$ cat src/rtl/mem_arbiter.sv
// Two-port memory arbiter: instruction fetch (3-byte reads) and data
// reads/writes share one single-port synchronous-read 256x8 RAM.
// Data requests normally win; a starvation counter forces a fetch grant
// after STARVE_MAX consecutive fetch losses.
module mem_arbiter #(
    parameter int STARVE_MAX = 3
) (
    input  logic        clk,
    input  logic        rst_n,
    input  logic        if_req,
    input  logic [7:0]  if_addr,
    output logic [23:0] if_instr,
    output logic        if_valid,
    input  logic        dm_req,
    input  logic        dm_we,
    input  logic [7:0]  dm_addr,
    input  logic [7:0]  dm_wdata,
    output logic [7:0]  dm_rdata,
    output logic        dm_valid,
    output logic [7:0]  ram_addr,
    output logic        ram_we,
    output logic [7:0]  ram_wdata,
    input  logic [7:0]  ram_rdata,
    output logic        busy
);

    localparam int SW = (STARVE_MAX < 1) ? 1 : $clog2(STARVE_MAX + 1);

    typedef enum logic [2:0] {IDLE, FETCH, DRD, DWR, DONE} state_t;

    state_t        state;
    state_t        nextState;
    logic [SW-1:0] starveCnt;
    logic [1:0]    stepCnt;
    logic [7:0]    addrReg;
    logic [7:0]    wdataReg;
    logic          starveHit;
    logic          grantDm;
    logic          grantIf;
    logic [7:0]    fetchOff;

    // Arbitration: only evaluated in IDLE; dm wins unless fetch has starved.
    always_comb begin
        starveHit = (starveCnt == SW'(STARVE_MAX));
        grantDm   = (state == IDLE) && dm_req && !(if_req && starveHit);
        grantIf   = (state == IDLE) && if_req && !grantDm;
    end

    // State register.
    always_ff @(posedge clk or negedge rst_n) begin
        if (!rst_n) begin
            state <= IDLE;
        end else begin
            state <= nextState;
        end
    end

    // Next-state logic; stepCnt sequences the multi-cycle FETCH and DRD.
    always_comb begin
        nextState = state;
        case (state)
            IDLE: begin
                if (grantDm) begin
                    nextState = dm_we ? DWR : DRD;
                end else if (grantIf) begin
                    nextState = FETCH;
                end
            end
            FETCH:   if (stepCnt == 2'd3) nextState = DONE;
            DRD:     if (stepCnt == 2'd1) nextState = DONE;
            DWR:     nextState = DONE;
            DONE:    nextState = IDLE;
            default: nextState = IDLE;
        endcase
    end

    // Request latching, read-data capture, valid pulses and starvation count.
    always_ff @(posedge clk or negedge rst_n) begin
        if (!rst_n) begin
            starveCnt <= '0;
            stepCnt   <= 2'd0;
            addrReg   <= 8'd0;
            wdataReg  <= 8'd0;
            if_instr  <= 24'd0;
            dm_rdata  <= 8'd0;
            if_valid  <= 1'b0;
            dm_valid  <= 1'b0;
        end else begin
            if_valid <= 1'b0;
            dm_valid <= 1'b0;
            case (state)
                IDLE: begin
                    if (grantDm || grantIf) begin
                        addrReg  <= grantDm ? dm_addr : if_addr;
                        wdataReg <= dm_wdata;
                        stepCnt  <= 2'd0;
                    end
                    if (grantIf) begin
                        starveCnt <= '0;
                    end else if (grantDm && if_req && !starveHit) begin
                        starveCnt <= starveCnt + 1'b1;
                    end
                end
                FETCH: begin
                    stepCnt <= stepCnt + 2'd1;
                    case (stepCnt)
                        2'd1: if_instr[23:16] <= ram_rdata;
                        2'd2: if_instr[15:8]  <= ram_rdata;
                        2'd3: begin
                            if_instr[7:0] <= ram_rdata;
                            if_valid      <= 1'b1;
                        end
                        default: ;
                    endcase
                end
                DRD: begin
                    stepCnt <= stepCnt + 2'd1;
                    if (stepCnt == 2'd1) begin
                        dm_rdata <= ram_rdata;
                        dm_valid <= 1'b1;
                    end
                end
                DWR:     dm_valid <= 1'b1;
                default: ;
            endcase
        end
    end

    // RAM drive: fetch walks A, A+1, A+2 (holding A+2), data ops use A.
    always_comb begin
        fetchOff  = stepCnt[1] ? 8'd2 : {6'd0, stepCnt};
        busy      = (state != IDLE);
        ram_we    = (state == DWR);
        ram_wdata = (state == DWR) ? wdataReg : 8'd0;
        case (state)
            FETCH:    ram_addr = addrReg + fetchOff;
            DRD, DWR: ram_addr = addrReg;
            default:  ram_addr = 8'd0;
        endcase
    end

endmodule
$ cat config.mk
export PLATFORM = sky130hd
export DESIGN_NAME = mem_arbiter
export DESIGN_NICKNAME = d
export VERILOG_FILES = /design/src/rtl/mem_arbiter.sv
export SDC_FILE = /design/constraint.sdc
export NUM_CORES = 1
export LEC_CHECK = 0
export ABC_CLOCK_PERIOD_IN_PS = 2150
export BUFFER_PORTS_ARGS = -buffer_cell sky130_fd_sc_hd__buf_2
export CORE_ASPECT_RATIO = 0.9
export CORE_MARGIN = 2
export CORE_UTILIZATION = 45
export DETAILED_ROUTE_END_ITERATION = 12
export PLACE_DENSITY = 0.73
export SLEW_MARGIN = 20
export SYNTH_ARGS = -nofsm -noshare
export SYNTH_HDL_FRONTEND = slang
export SYNTH_SLANG_ARGS = --single-unit
export TNS_END_PERCENT = 50
$ cat constraint.sdc
create_clock -name clk -period 2.15 [get_ports clk]
set_clock_uncertainty 0.2 [all_clocks]
set_input_delay 0 -clock clk [delete_from_list [all_inputs] [get_ports clk]]
set_output_delay 0 -clock clk [all_outputs]
set_load 0.05 [all_outputs]
== Word-level counts from Yosys, hierarchy flattened ==
Cells that the tools add are included.

* Register bits after elaboration: 57
* Word-level logic and storage cells: 68
* Input bits: 37
* Output and inout port bits: 52

* Multiplexer cells: 18
* Reductions and logical operators: 25
* Equality and inequality tests: 11
* $add $sub $neg: 3

{| class="wikitable"
|+ Operator list
! operator !! count
|-
| $mux 8 || 2
|-
| $pmux 8 s2 || 1
|-
| $reduce_and 2->1 || 7
|-
| $mux 3 || 4
|-
| $pmux 3 s4 || 1
|-
| $add 8x2->8 || 1
|-
| $mux 2 || 4
|-
| $logic_and 1x1->1 || 7
|-
| $eq 2x2->1 const B || 3
|-
| $eq 3x2->1 const B || 2
|-
| $add 2x1->2 const B || 2
|-
| $mux 1 || 4
|-
| $ne 2x2->1 const B || 2
|-
| $pmux 2 s2 || 1
|-
| $reduce_bool 2->1 || 2
|-
| $reduce_or 2->1 || 2
|-
| $eq 3x1->1 const B || 1
|-
| $logic_not 1->1 || 3
|-
| $logic_not 3->1 || 1
|-
| $ne 3x3->1 const B || 1
|-
| $reduce_and 3->1 || 1
|-
| $reduce_bool 3->1 || 1
|-
| $eq 2x1->1 const B || 1
|-
| $ne 2x1->1 const B || 1
|-
| other kinds (2) || 2
|}

== Logic depth before layout (Yosys ltp) ==
Gate-level depths: netlist of the first run.

* Depth in word-level cells: 9
* Mapped depth: 8
* Gate-level depth less buffers: 8

== Worst setup path before layout of the first run ==
Ideal clock, no wire load.

* Kind: flip-flop to output port
* From: reg stepCnt[1]
* To: out ram_addr[4]
* Data arrival time: 2.774 ns
* Data required time: 1.950 ns
* Path buffers: 0
* Stages on the path, launching flop included: 9
* Setup slack: -0.824 ns
* Path through: dfrtp_1 > inv_1 > ha_1 > ha_1 > inv_1 > fa_1 > and3b_1 > xnor2_1 > o21ai_0

* Word-level cells in the longest chain between the ends: 3

{| class="wikitable"
|+ Ends and longest elaborated chain
! element !! line !! text
|-
| start: declaration || 34 || <nowiki>logic [1:0] stepCnt;</nowiki>
|-
| start signal: assignment || 105 || <nowiki>stepCnt <= stepCnt + 2'd1;</nowiki>
|-
| start signal: assignment || 117 || <nowiki>stepCnt <= stepCnt + 2'd1;</nowiki>
|-
| $mux 2 || 131 || <nowiki>fetchOff = stepCnt[1] ? 8'd2 : {6'd0, stepCnt};</nowiki>
|-
| $add 8x2->8 || 136 || <nowiki>FETCH: ram_addr = addrReg + fetchOff;</nowiki>
|-
| $pmux 8 s2 || 135 || <nowiki>case (state)</nowiki>
|-
| end: declaration || 20 || <nowiki>output logic [7:0] ram_addr,</nowiki>
|}

No other way between the ends.

== Worst setup path in the final report of the first run ==
* From: reg stepCnt[1]
* To: out ram_addr[6]

Same word-level chain as after synthesis.

==> results of run 1 <==
## sequential cells by signal (all words and copies together) (netlist names)
name	flops
addrReg	8
dm_rdata	8
dm_valid	1
if_instr	24
if_valid	1
starveCnt	2
state	3
stepCnt	2
wdataReg	8
## metal layers
| metal | share of wire [%] | vias to the layer above |
|---|---|---|
| met2 | 51 | 68 |
| met1 | 42 | 1177 |
| met3 | 4.4 | 13 |
| met5 | 0 | - |
| met4 | 2.1 | 0 |
| li1 | - | 1111 |
## through the flow
step / std cells / hold WS, ns
6_report: 444 / 0.142
5_1_grt: 444 / 0.215
4_1_cts: 442 / 0.158
3_5_place_dp: 387 / -0.0146
3_3_place_gp: 387 / -0.0194
2_1_floorplan: 230 / -0.496
## layout make-up
| cell class | count | area (um2) |
|---|---|---|
| multi-input cells | 152 | 1300 |
| inverters | 6 | 22.5 |
| clock buffers | 10 | 138 |
| well taps | 70 | 87.6 |
| clock inverters | 6 | 66.3 |
| flip-flops and latches | 57 | 1430 |
| repair buffers | 143 | 980 |
| fillers | 426 | 1740 |
## cells by family after synthesis
group,count (synthesis),share of synthesized area (%)
flops,57,52.7
compound gates,55,12.4
simple gates,46,10.1
mux,42,17.4
buf+inv,21,3.28
fa+ha+maj,7,3.51
xor+xnor,2,0.647
## placed cells by master (no fill, tap or decap), types with 5 or more instances in the layout
cell	instances
o21ai_0	12
clkbuf_8	10
buf_2	81
buf_4	21
dlygate4sd3_1	36
dfrtp_1	57
a21oi_1	10
nand2_1	9
a31oi_1	14
buf_6	5
nand3_1	9
and3_1	9
mux2_2	40
## worst min-delay path: stages
cell and delay, ns:
dlygate4sd3_1 0.52, buf_2 0.09, buf_4 0.56
## how the worst max path moves through the flow
stage | start | end | cells after the start
final | stepCnt[1]$_DFFE_PN0P_ | ram_addr[6] | 9
after detailed placement | stepCnt[1]$_DFFE_PN0P_ | ram_addr[6] | 9
after floorplan | stepCnt[1]$_DFFE_PN0P_ | ram_addr[7] | 6
after CTS | stepCnt[1]$_DFFE_PN0P_ | ram_addr[6] | 9
after global routing | stepCnt[1]$_DFFE_PN0P_ | ram_addr[6] | 9
after global placement | stepCnt[1]$_DFFE_PN0P_ | ram_addr[6] | 9
## repair_timing
action / CTS / global route
gates cloned: 0 / 0
setup buffers: 3 / 2
hold endpoints to repair: 110 / 0
gates resized for setup: 16 / 6
setup endpoints to repair: 7 / 7
hold buffers: 36 / 0
pin swaps: 4 / 4
==> summary.txt, run 1 <==
Status
  – Outcome: finished, violations left
  – Failing checks: design-rule violations, negative setup slack

Critical path
  – Top delay family on crit path: adder cells
  – Critical path peak fanout: 3
  – Critical path's slowest cell: dfrtp_1
  – Crit path buffers/inverters: 3
  – Reg2reg end: wdataReg[3]$_DFFE_PN0P_
  – Worst reg2reg startpoint: state[1]$_DFFE_PN0P_
  – Setup CP Type: flop to output port
  – FF-to-FF path depth: 4
  – Startpoint types: flop
  – Crit path cell chain: inv_2, ha_4, ha_4, inv_2, fa_2, and3b_2, a41oi_2, a31oi_4, buf_6
  – Reg-to-reg slack, setup: between 0.15 and 0.2 ns
  – Worst EP arrival: 2.21 ns
  – Critical path capture point type: output port
  – Largest stage delay, worst path: around 0.4 ns
  – Required time of the critical path: 1.95 ns

Synth
  – Gate count of the mapped netlist: 230
  – Post-synth top area cell: dfrtp_1
  – Syn Nets: roughly 270
  – EDFF count, synth: 0
  – Synth warnings: 0
  – Main synth FF type: dfrtp_1
  – Async SR Flop Fraction: 100%
  – Area share of the largest cell type after synthesis: between 50% and 60%
  – FF+latch count, synth: 57
  – Post-synthesis sequential area ratio: a little over half
  – Area contributors post-synth: dfrtp_1, mux2_2, a31oi_1, o21ai_0, ha_1
  – Post-synthesis cell area: around 2700 um2
  – Syn_area_per_cell: ~12 um2
  – Top-count cell post-synth: dfrtp_1
  – Synth cell count leaders: dfrtp_1, mux2_2, o21ai_0, a31oi_1, a21oi_1
  – Post-synth cell types: just over 40

Clock network
  – Root buffer cell: clkbuf_8
  – CTS tree: built
  – Clock-pin slew on the worst setup and hold paths: 0.07 ns
  – CTS sink cnt: 57
  – H-tree levels: 3
  – Clock latency at the later pin of the worst-skew pair: approximately 0.33 ns
  – Num CTS Buffers: 9
  – Maximum buffer depth of the clock tree: 2

Placed design
  – HPWL Detailed: about 4.4 mm
  – Port bufs: 88
  – Placed Area: 3340 um2
  – GPL Wtd Cong: 0.775
  – Dpl ws: -0.0367 ns

STA
  – RSZ-0062 raised after global routing: true
  – Endpoints failing setup: 6
  – Slew of the pin with the lowest slew margin: 0.722 ns
  – Final worst slack: -0.264 ns
  – Final period util: 112%
  – Setup TNS: -0.787 ns
  – Max frequency: between 0.4 and 0.5 GHz
  – Minimum clock period: ~2.4 ns
  – Worst slew margin: between 50% and 60%
  – Final hold viol count: 0
  – Final Max Slew Viols: 0

GRT
  – GR Util met3: under 10%
  – Total grt overflow: 0
  – Largest net degree at the start of global routing: 58
  – M1 GR Usage: 26.0%
  – Met2 usage: between 30% and 40%
  – Number of global-route vias before repair: about 2,400
  – Top Usage Layer GRT: met2
  – First-pass GRT wire length: between 10 and 15 mm
  – Initial antenna violation count: 0
  – All-Layer GR Usage: roughly 22%

Detailed routing
  – Routed Antenna Nets: 0
  – Final WL: ~7.0 mm
  – Pre-antenna DRT Iters: 10
  – DR vias: around 2,400
  – 1st-iter DRT viols: between 100 and 150
  – DR WL/cell: about 16 um
  – Residual DRC: 2
  – DR vias/cell: around 5.3

Floorplanning
  – Starting Density: around 47%
  – Boundary pin count: 89
  – Die Ht: 77.6 um
  – Core area: 5760 um2
  – Die Width: 85.8 um
  – Rows: 26
  – Die ar.: between 6000 and 7000 um2

Finish
  – Nets: around 410
  – Layout Utilization: 69.8%
  – Layout cells sized above 1: between 40% and 50%
  – Post-route cell area: between 4000 and 5000 um2
  – Layout area overhead: 48.4%
  – Antenna fix cells: 0

Run
  – # Max-Cap Violations: 0

Min path
  – Worst hold path class: input pin to async pin
Power of run 1 is left out: the tool's default activity adds up to more than one toggle a clock period on the data nets, which glitch-free logic cannot reach.
==> run 2, diff against run 1 <==
--- a/config.mk
+++ b/config.mk
@@ -8,7 +8,7 @@
 export ABC_CLOCK_PERIOD_IN_PS = 2150
 export BUFFER_PORTS_ARGS = -buffer_cell sky130_fd_sc_hd__buf_2
 export CORE_ASPECT_RATIO = 0.9
-export CORE_MARGIN = 2
+export CORE_MARGIN = 5
 export CORE_UTILIZATION = 45
 export DETAILED_ROUTE_END_ITERATION = 12
 export PLACE_DENSITY = 0.73
==> summary.txt, run 2 (synthesized netlist as in run 1, its figures left out) <==
Floorplanning
  – Boundary pin count: 89 (unchanged)
  – Rows: 26 (unchanged)
  – Die ar.: 7670 um2 (was 6650 um2)
  – Die Ht: 83.6 um (was 77.6 um)
  – Die Width: 91.8 um (was 85.8 um)
  – Starting Density: 47.0% (unchanged)
  – Core area: 5760 um2 (unchanged)

Clock network
  – CTS sink cnt: 57 (unchanged)
  – Root buffer cell: clkbuf_8 (unchanged)
  – CTS tree: built (unchanged)
  – Clock-pin slew on the worst setup and hold paths: 0.07 ns (about the same)
  – Num CTS Buffers: 9 (unchanged)
  – Maximum buffer depth of the clock tree: 2 (unchanged)
  – H-tree levels: 3 (unchanged)
  – Clock latency at the later pin of the worst-skew pair: 0.33 ns (about the same)

STA
  – Max frequency: 0.418 GHz (was 0.414 GHz)
  – Final worst slack: -0.245 ns (was -0.264 ns)
  – Final hold viol count: 0 (unchanged)
  – RSZ-0062 raised after global routing: true (unchanged)
  – Endpoints failing setup: 6 (unchanged)
  – Worst slew margin: 52.2% (was 51.9%)
  – Final period util: 111% (was 112%)
  – Slew of the pin with the lowest slew margin: 0.715 ns (was 0.722 ns)
  – Final Max Slew Viols: 0 (unchanged)
  – Setup TNS: -0.744 ns (was -0.787 ns)
  – Minimum clock period: 2.39 ns (was 2.41 ns)

GRT
  – All-Layer GR Usage: 19.0% (was 22.1%)
  – Total grt overflow: 0 (unchanged)
  – Number of global-route vias before repair: 2,402 (was 2,418)
  – Initial antenna violation count: 0 (unchanged)
  – First-pass GRT wire length: 11.7 mm (was 11.5 mm)
  – Largest net degree at the start of global routing: 33 (was 58)

Placed design
  – HPWL Detailed: 4.75 mm (was 4.37 mm)
  – Dpl ws: -0.0173 ns (was -0.0367 ns)
  – Placed Area: 3350 um2 (was 3340 um2)
  – GPL Wtd Cong: 0.857 (was 0.775)
  – Port bufs: 88 (unchanged)

Critical path
  – Worst EP arrival: 2.19 ns (was 2.21 ns)
  – Setup CP Type: flop to output port (unchanged)
  – Reg2reg end: wdataReg[2]$_DFFE_PN0P_ (was wdataReg[3]$_DFFE_PN0P_)
  – Largest stage delay, worst path: 0.38 ns (was 0.39 ns)
  – Critical path capture point type: output port (unchanged)
  – Crit path cell chain: inv_2, ha_4, ha_4, inv_2, fa_2, and3b_2, a41oi_2, a31oi_4, buf_6 (unchanged)
  – Reg-to-reg slack, setup: 0.17 ns (was 0.18 ns)
  – Required time of the critical path: 1.95 ns (about the same)
  – Crit path buffers/inverters: 3 (unchanged)
  – Worst reg2reg startpoint: state[2]$_DFFE_PN0P_ (was state[1]$_DFFE_PN0P_)
  – Critical path's slowest cell: dfrtp_1 (unchanged)
  – FF-to-FF path depth: 4 (unchanged)
  – Startpoint types: flop (unchanged)
  – Top delay family on crit path: adder cells (unchanged)
  – Critical path peak fanout: 3 (unchanged)

Finish
  – Most frequent cells in the layout: buf_2, dfrtp_1, mux2_2 (unchanged)
  – Layout Utilization: 69.3% (was 69.8%)
  – Most common cell after layout, fill and taps aside: buf_2 (unchanged)
  – Nets: 410 (was 413)
  – Post-route cell area: 3990 um2 (was 4020 um2)
  – Fillers: 430 (was 426)
  – Layout cells sized above 1: 48.5% (was 49.7%)
  – Max reg flops: 24 (unchanged)
  – Top reg by flops: if_instr (unchanged)
  – Antenna fix cells: 0 (unchanged)
  – Layout area overhead: 47.3% (was 48.4%)

Detailed routing
  – Final WL: 7.07 mm (was 6.97 mm)
  – DR vias: 2,349 (was 2,369)
  – Pre-antenna DRT Iters: 4 (was 10)
  – Routed Antenna Nets: 0 (unchanged)
  – DR vias/cell: 5.33 (was 5.34)
  – DR WL/cell: 16.0 um (was 15.7 um)
  – 1st-iter DRT viols: 132 (was 113)
  – Residual DRC: 0 (was 2)

Status
  – Failing checks: negative setup slack (was design-rule violations, negative setup slack)
  – Outcome: finished, violations left (unchanged)

Min path
  – Worst hold path class: input pin to async pin (unchanged)

Run
  – # Max-Cap Violations: 0 (unchanged)
-- run 2: changes by cell type in the layout (fill, tap and decap cells not counted), sizes merged --
cell / before / now
clkinvlp: 3 / 2
clkbuf: 10 / 9
clkinv: 1 / 2
bufinv: 1 / 2
buf: 107 / 104
-- run 2: worst max-delay path by stage --
stage                                start     endpoint  slack [ns]  cells after the start
global placement    stepCnt[1]$_DFFE_PN0P_  ram_addr[6]        0.03                      9
finish              stepCnt[1]$_DFFE_PN0P_  ram_addr[6]       -0.24                      9
floorplan           stepCnt[1]$_DFFE_PN0P_  ram_addr[7]       -0.06                      6
CTS                 stepCnt[1]$_DFFE_PN0P_  ram_addr[6]       -0.26                      9
global route        stepCnt[1]$_DFFE_PN0P_  ram_addr[6]       -0.33                      9
detailed placement  stepCnt[1]$_DFFE_PN0P_  ram_addr[6]       -0.02                      9
-- run 2: area by class of cell --
class / instances / area (um2) / share of cell area (%)
Inverter: 6 / 22.5 / 0.565
Tap cell: 70 / 87.6 / 2.20
Timing Repair Buffer: 140 / 966 / 24.2
Clock inverter: 7 / 93.8 / 2.35
Multi-Input combinational cell: 152 / 1270 / 31.8
Clock buffer: 9 / 124 / 3.11
Sequential cell: 57 / 1430 / 35.8
-- run 2: timing repair --
action | CTS | global route
setup buffers | 2 | 1
resized for setup | 13 | 2
pin swaps | 3 | 1
hold buffers | 36 | 0
endpoints found under the setup margin | 7 | 13
endpoints found under the hold margin | 110 | 0
cloned | 0 | 0
-- run 2: metal layers --
metal	vias up	share of wire, %	global-route usage, %
li1	1112	-	-
met1	1131	41	23.0
met2	91	52	32.0
met3	15	5.6	4.51
met4	0	2.0	8.77
met5	-	0	0
-- run 2: metrics by stage --
| step | cells | hold WS (ns) |
|---|---|---|
| floorplan | 230 | -0.496 |
| global placement | 386 | -0.166 |
| detailed placement | 386 | -0.164 |
| CTS | 440 | 0.00361 |
| global route | 441 | 0.0631 |
| finish | 441 | 0.0183 |
Power of run 2 is left out for the same reason.
